**src/rtl/branch_redirect_controller.sv**
```systemverilog
`default_nettype none
// ============================================================================
// Module      : branch_redirect_controller
// Description : Turns a resolved taken control transfer from EX into a PC
//               redirect plus IF/ID and ID/EX flushes. The flushes last for
//               the redirect cycle plus FLUSH_CYCLES extra cycles. While
//               MEM_BUSY stalls the pipeline, the redirect is deferred.
//               Optional feature macro: BRANCH_REDIRECT_STATS_EN adds a
//               redirect counter (REDIRECT_COUNT) with a clear (STATS_CLR).
// Revision    : 1.0 - initial release
// ============================================================================
module branch_redirect_controller #(
    parameter int FLUSH_CYCLES = 1,
    parameter int ADDR_W       = 32
) (
    input  logic              CLK,
    input  logic              RESET,
    input  logic              EX_VALID,
    input  logic              BRANCH_TAKEN,
    input  logic [ADDR_W-1:0] BRANCH_TARGET,
    input  logic              MEM_BUSY,
`ifdef BRANCH_REDIRECT_STATS_EN
    input  logic              STATS_CLR,
    output logic [31:0]       REDIRECT_COUNT,
`endif
    output logic              PC_SEL,
    output logic [ADDR_W-1:0] PC_REDIRECT,
    output logic              FLUSH_IF_ID,
    output logic              FLUSH_ID_EX,
    output logic              BUSY
);

    // The counter is 3 bits wide, so the flush length is held to 0..7.
    localparam logic [2:0] C_FLUSH_LOAD = 3'(FLUSH_CYCLES);

    typedef enum logic [1:0] {
        S_IDLE     = 2'd0,
        S_PENDING  = 2'd1,
        S_REDIRECT = 2'd2,
        S_FLUSH    = 2'd3
    } state_t;

    state_t            r_state;
    state_t            w_state_nxt;
    logic [2:0]        r_flush_cnt;
    logic [2:0]        w_flush_cnt_nxt;
    logic [ADDR_W-1:0] r_target;
    logic [ADDR_W-1:0] w_target_nxt;
    logic              w_resolve;

    // A resolve is a real instruction in EX whose transfer is taken.
    assign w_resolve = EX_VALID & BRANCH_TAKEN;

    // State, flush counter and latched target registers.
    always_ff @(posedge CLK) begin
        if (RESET) begin
            r_state     <= S_IDLE;
            r_flush_cnt <= 3'd0;
            r_target    <= '0;
        end else begin
            r_state     <= w_state_nxt;
            r_flush_cnt <= w_flush_cnt_nxt;
            r_target    <= w_target_nxt;
        end
    end

    // Next-state logic. Resolves are only accepted in IDLE. Any resolve seen
    // in another state comes from a wrong-path instruction, including one that
    // arrives on the edge where the controller returns to IDLE.
    always_comb begin
        w_state_nxt     = r_state;
        w_flush_cnt_nxt = r_flush_cnt;
        w_target_nxt    = r_target;
        case (r_state)
            S_IDLE: begin
                if (w_resolve) begin
                    w_target_nxt = BRANCH_TARGET;
                    w_state_nxt  = MEM_BUSY ? S_PENDING : S_REDIRECT;
                end
            end
            S_PENDING: begin
                if (!MEM_BUSY) begin
                    w_state_nxt = S_REDIRECT;
                end
            end
            S_REDIRECT: begin
                // Hold PC_SEL until the PC can actually advance and load it.
                if (!MEM_BUSY) begin
                    if (C_FLUSH_LOAD == 3'd0) begin
                        w_state_nxt = S_IDLE;
                    end else begin
                        w_flush_cnt_nxt = C_FLUSH_LOAD;
                        w_state_nxt     = S_FLUSH;
                    end
                end
            end
            S_FLUSH: begin
                // Only edges that advance the pipeline consume a flush cycle.
                if (!MEM_BUSY) begin
                    w_flush_cnt_nxt = r_flush_cnt - 3'd1;
                    if (r_flush_cnt == 3'd1) begin
                        w_state_nxt = S_IDLE;
                    end
                end
            end
            default: begin
                w_state_nxt     = S_IDLE;
                w_flush_cnt_nxt = 3'd0;
            end
        endcase
    end

    // Outputs are decoded only from registers, so no input reaches an output
    // combinationally.
    always_comb begin
        PC_SEL      = (r_state == S_REDIRECT);
        FLUSH_IF_ID = (r_state == S_REDIRECT) || (r_state == S_FLUSH);
        FLUSH_ID_EX = (r_state == S_REDIRECT) || (r_state == S_FLUSH);
        BUSY        = (r_state != S_IDLE);
        PC_REDIRECT = r_target;
    end

`ifdef BRANCH_REDIRECT_STATS_EN
    logic [31:0] r_redirect_count;
    logic        w_redirect_exit;

    // One count per redirect that completes, that is, once the PC has loaded.
    assign w_redirect_exit = (r_state == S_REDIRECT) && !MEM_BUSY;

    // Redirect statistics counter. A clear wins over an increment on the same edge.
    always_ff @(posedge CLK) begin
        if (RESET || STATS_CLR) begin
            r_redirect_count <= 32'd0;
        end else if (w_redirect_exit) begin
            r_redirect_count <= r_redirect_count + 32'd1;
        end
    end

    assign REDIRECT_COUNT = r_redirect_count;
`endif

endmodule
`default_nettype wire

```
**config.mk**
```make
export PLATFORM = sky130hd
export DESIGN_NAME = branch_redirect_controller
export DESIGN_NICKNAME = d
export VERILOG_FILES = /design/src/rtl/branch_redirect_controller.sv
export SDC_FILE = /design/constraint.sdc
export NUM_CORES = 1
export LEC_CHECK = 0
export BUFFER_PORTS_ARGS = -buffer_cell sky130_fd_sc_hd__buf_2
export CORE_MARGIN = 2
export CORE_UTILIZATION = 47
export CTS_BUF_LIST = sky130_fd_sc_hd__clkbuf_16
export CTS_CLUSTER_SIZE = 8
export DETAILED_ROUTE_END_ITERATION = 7
export PLACE_DENSITY = 0.94
export SYNTH_ARGS = -nofsm -noshare
export SYNTH_HDL_FRONTEND = slang
export SYNTH_SLANG_ARGS = --single-unit
```
**constraint.sdc**
```tcl
create_clock -name CLK -period 3.6 [get_ports CLK]
set_clock_uncertainty 0.2 [all_clocks]
set_input_delay 0.54 -clock CLK [delete_from_list [all_inputs] [get_ports CLK]]
set_output_delay 0.54 -clock CLK [all_outputs]
set_load 0.01 [all_outputs]
```
* Word-level counts from Yosys, hierarchy flattened *
Index checks and enable logic that the tools add are counted.

storage, ports and cells
  bits in registers = 37
  bits in latches = 0
  memory bits (writable) = 0
  bits in read-only memories = 0
  input bits = 37
  output and inout bits = 36
  word-level logic and storage cells = 31
  memories kept = 0

operators by class
  $add $sub $neg = 1
  $mul = 0
  divide/modulo/power cells = 0
  magnitude comparators = 0
  equality and inequality tests = 9
  shift-type cells = 0
  muxes and demuxes = 10
  bitwise gates (word level) = 1
  reductions and logical operators = 7

operator list
  cell                                                                number
  2-bit two-way mux                                                   6
  2-bit inequality test, second input constant                        5
  2-bit one-hot mux with 4 select lines                               1
  3-bit two-way mux                                                   2
  3-bit one-hot mux with 2 select lines                               1
  5-bit AND reduction                                                 1
  2-bit == test, second input constant                                2
  2-bit nonzero test                                                  2
  3-bit by 1-bit == test with 1-bit output, second input constant     1
  3-bit AND reduction                                                 1
  3-bit by 1-bit subtractor with 3-bit output, second input constant  1
  2-bit by 1-bit == test with 1-bit output, second input constant     1
  2-bit zero test                                                     1
  2-bit AND reduction                                                 1
  1-bit AND                                                           1
  1-bit logical OR                                                    1

* Longest topological paths before layout *
  word-level depth = 4
  depth in mapped cells = 7
  gate-level depth less buffers = 5

* Worst setup path before layout *
No wires, ideal clock.

  path type = flip-flop to flip-flop
  from = register r_state[0]
  to = register r_state[0]
  setup time = 121 ps
  data arrival time = 1,675 ps
  data required time = 3,279 ps
  setup slack = 1,605 ps
  stages on the path, launching flop included = 6
  buffers on the path = 0
  period minus slack after synthesis = 1,995 ps
  cell sequence = dfxtp_1 -> inv_1 -> ha_1 -> or3_1 -> a222oi_1 -> mux2_2

between the ends
  longest elaborated chain between the ends = 3
  elaborated cells on any way between the ends = 11
  those cells by class = 8 x eq/ne; 1 x mux; 2 x reduce/logical

RTL lines
  what                             RTL line  source
  from (decl)                      43        state_t r_state;
  from (signal assigned)           61        r_state <= w_state_nxt;
  2-bit == test *                  n/a
  via PC_SEL                       26        output logic PC_SEL,
  2-bit inequality test (no line)  n/a
  5-bit AND reduction (no line)    n/a

Mark *: on every way through the listed nets, which the timed path passes. The rest lies on a longest branch.
A chain may end at the register's enable or synchronous reset.

* Final worst setup path *
  from = register r_state[0]
  to = register r_target[5], in the netlist PC_REDIRECT[5]

between the ends
  longest elaborated chain between the ends = 2

RTL lines
  what                           RTL line  source
  2-bit zero test                74        case (r_state)
  2-bit AND reduction (no line)  n/a
  to (signal assigned)           63        r_target <= w_target_nxt;
  to (decl)                      47        logic [ADDR_W-1:0] r_target;

No other way between the ends.

==> results.toml <==
[routing]
firstDrtPassIters = 4
wl_met1_um = 1290
highest_layer = "met4"
vias = 1387
drt-initial-drc-count = 76
drt-vias-per-instance = 4.92
drt_wl_total_um = 3090
post-route-drc-count = 0
ant_nets = 0
wl_met3_um = 246
wl_met2_um = 1500
wire_per_inst_um = 10.9

[floorplanning]
dieArea_mm2 = 0.00357
top_level_ports = 73
rows = 20
initial_utilization_pct = 48.6
core_area_mm2 = 0.00300
die_w_um = 59.7
die_h_um = 59.7

[global_route]
overflow = 0
grt_pass1_vias = 1198
grt_pass1_wl_um = 4870
antenna_found_initial = 0
grt_usage_pct = 18.4
grt_start_max_net_pins = 40

[place]
pre_cts_ws_ns = 1.28
post-dp-hpwl_um = 2210
place.gp.congestion = 0.775
dp.cells = 276
io_buffers = 72

[timing]
rsz0062_at_grt = "no"
max_freq_mhz = 433
period_minus_slack_ns = 2.31
hold_viol_final = 0
fin_tns_setup_ns = 0
worst_slack_ns = 1.29
max-slew-margin-rel_pct = 23.1
setup_viol = 0
holdWs_ns = 0.249
period_share_pct = 64.1
tightest_slew_ns = 1.15
slew_violations = 0

[clock_tree]
cts-root-buf = "clkbuf_16"
post_cts_buffers = 0
cts-htree-levels = 2
path_clk_slew_ns = 0.05
cts_buffers = 5
ctsResizeCount = 0
cts_tree = "yes"
cts.sinks = 37
clkLatencyLatePin_ns = 0.27
ctsHoldBuffers = 0
clk_path_buf_depth = 2

[cells_and_area]
final_net_count = 293
drive_above_1_share_pct = 32.5
seqCellArea_um2 = 741
syn_to_final_growth_pct = 32.8
fillers = 283
multi_input_area_um2 = 647
fin_cells = 282
antennaDiodeCount = 0

[synthesis]
synth.avg_cell_area_um2 = 7.97
yosysWarnings = 0
syn_area_mm2 = 0.00146
yosys_register_bits = 37
synth.distinct_cells = 23
synthTopCellsByArea = "dfxtp_1 (51%), nand2_1 (17%), a21oi_1 (12%)"
synth_top_area_share_pct = 50.8
synthesis.nets = 226
yosysSeqAreaShare_pct = 50.8
syn_inst = 183
yosysTopAreaCell = "dfxtp_1"

[hold_path]
hold_class = "register to register"

[flow_run]
cap_violations = 0

[critical_path]
path_class = "register to register"
r2r_setup_slack_ns = 1.29
cp_max_fo = 32
worstPathArrival_ns = 2.24
end_kind = "register"
start_kind = "register"
cp.required_ns = 3.53

[pwr]
ir_worst_vdd_v = 0.000420
power_density_mw_per_mm2 = 629
p_leak_nw = 0.927

[run_status]
outcome = "complete, no violations"
kinds of logic (layout without fill, tap and decap cells):
family,count (synthesis),after routing,share of synthesized area (%)
multiplexers,3,3,2.23
AND/OR/NAND/NOR,81,81,22.9
adder cells (fa/ha/maj),6,6,5.15
AO/OA/AOI/OAI,39,39,14.1
flip-flops,37,37,50.8
buffers and inverters,17,83,4.89
metal layers:
| layer | global-route usage (%) | up-vias |
|---|---|---|
| met5 | 0 | - |
| met4 | 6.67 | 0 |
| met3 | 7.36 | 6 |
| met2 | 32.9 | 51 |
| met1 | 19.3 | 607 |
| li1 | - | 723 |
cell usage after synthesis (all sizes together):
| library cell | instances |
|---|---|
| nand2b | 3 |
| a21oi | 35 |
| nand3 | 1 |
| buf | 5 |
| or3 | 1 |
| or2 | 1 |
| a222oi | 1 |
| and3 | 1 |
| nor2b | 1 |
| inv | 5 |
| mux2 | 2 |
| o21bai | 1 |
| nor3b | 3 |
| nand2 | 66 |
| clkbuf | 7 |
| mux2i | 1 |
| dfxtp | 37 |
| a211oi | 1 |
| nor2 | 4 |
| ha | 6 |
| o21ai | 1 |
where the power goes:
group	switching [mW]	internal, mW	leakage (nW)
clock network	0.138	0.246	0.0655
logic	0.196	0.146	0.560
registers	0.0279	0.465	0.302
worst max-delay path, stage by stage, from the launching register on:
cell and delay, ns:
dfxtp_1 0.32, inv_1 0.11, ha_1 0.28, nand3_1 0.83
nand2_1 0.32, a21oi_1 0.09
path summary, 6_finish.rpt:
path / depth (start not counted) / end / from
setup / recovery: 5 / PC_REDIRECT[5] / r_state[0]
hold / removal: 2 / PC_REDIRECT[7] / PC_REDIRECT[7]
hold reg to reg: 2 / PC_REDIRECT[7] / PC_REDIRECT[7]
setup reg to reg: 5 / PC_REDIRECT[5] / r_state[0]
flip-flops by register name, indices dropped and copies added, names as in the netlist:
| name | cells |
|---|---|
| PC_REDIRECT | 32 |
| r_flush_cnt | 3 |
| r_state | 2 |
cell usage in the layout (no fill, tap or decap), drive strengths merged, types with 2 or more instances in the layout:
| cell | Yosys | final |
|---|---|---|
| nand2b | 3 | 3 |
| nor2 | 4 | 4 |
| nor3b | 3 | 3 |
| ha | 6 | 6 |
| nand2 | 66 | 66 |
| mux2 | 2 | 2 |
| a21oi | 35 | 35 |
| buf | 5 | 72 |
| dfxtp | 37 | 37 |
| clkbuf | 7 | 5 |
| inv | 5 | 5 |
final cells by class:
type	count	share of cell area, %
inverters	5	0.968
well taps	33	2.13
repair buffers	72	18.6
multi-input cells	129	33.4
clock buffers	5	6.46
flip-flops and latches	37	38.2
clock inverters	1	0.258
through the flow:
stage | power (mW) | util, % | area (µm²)
finish | 1.22 | 64.5 | 1940
global route | 1.30 | 64.5 | 1940
CTS | 1.23 | 64.5 | 1940
detailed placement | 0.845 | 60.2 | 1810
global placement | 0.833 | 60.2 | 1810
floorplan | 0.739 | - | 1460
No activity file was read; power rests on OpenSTA's default activity.
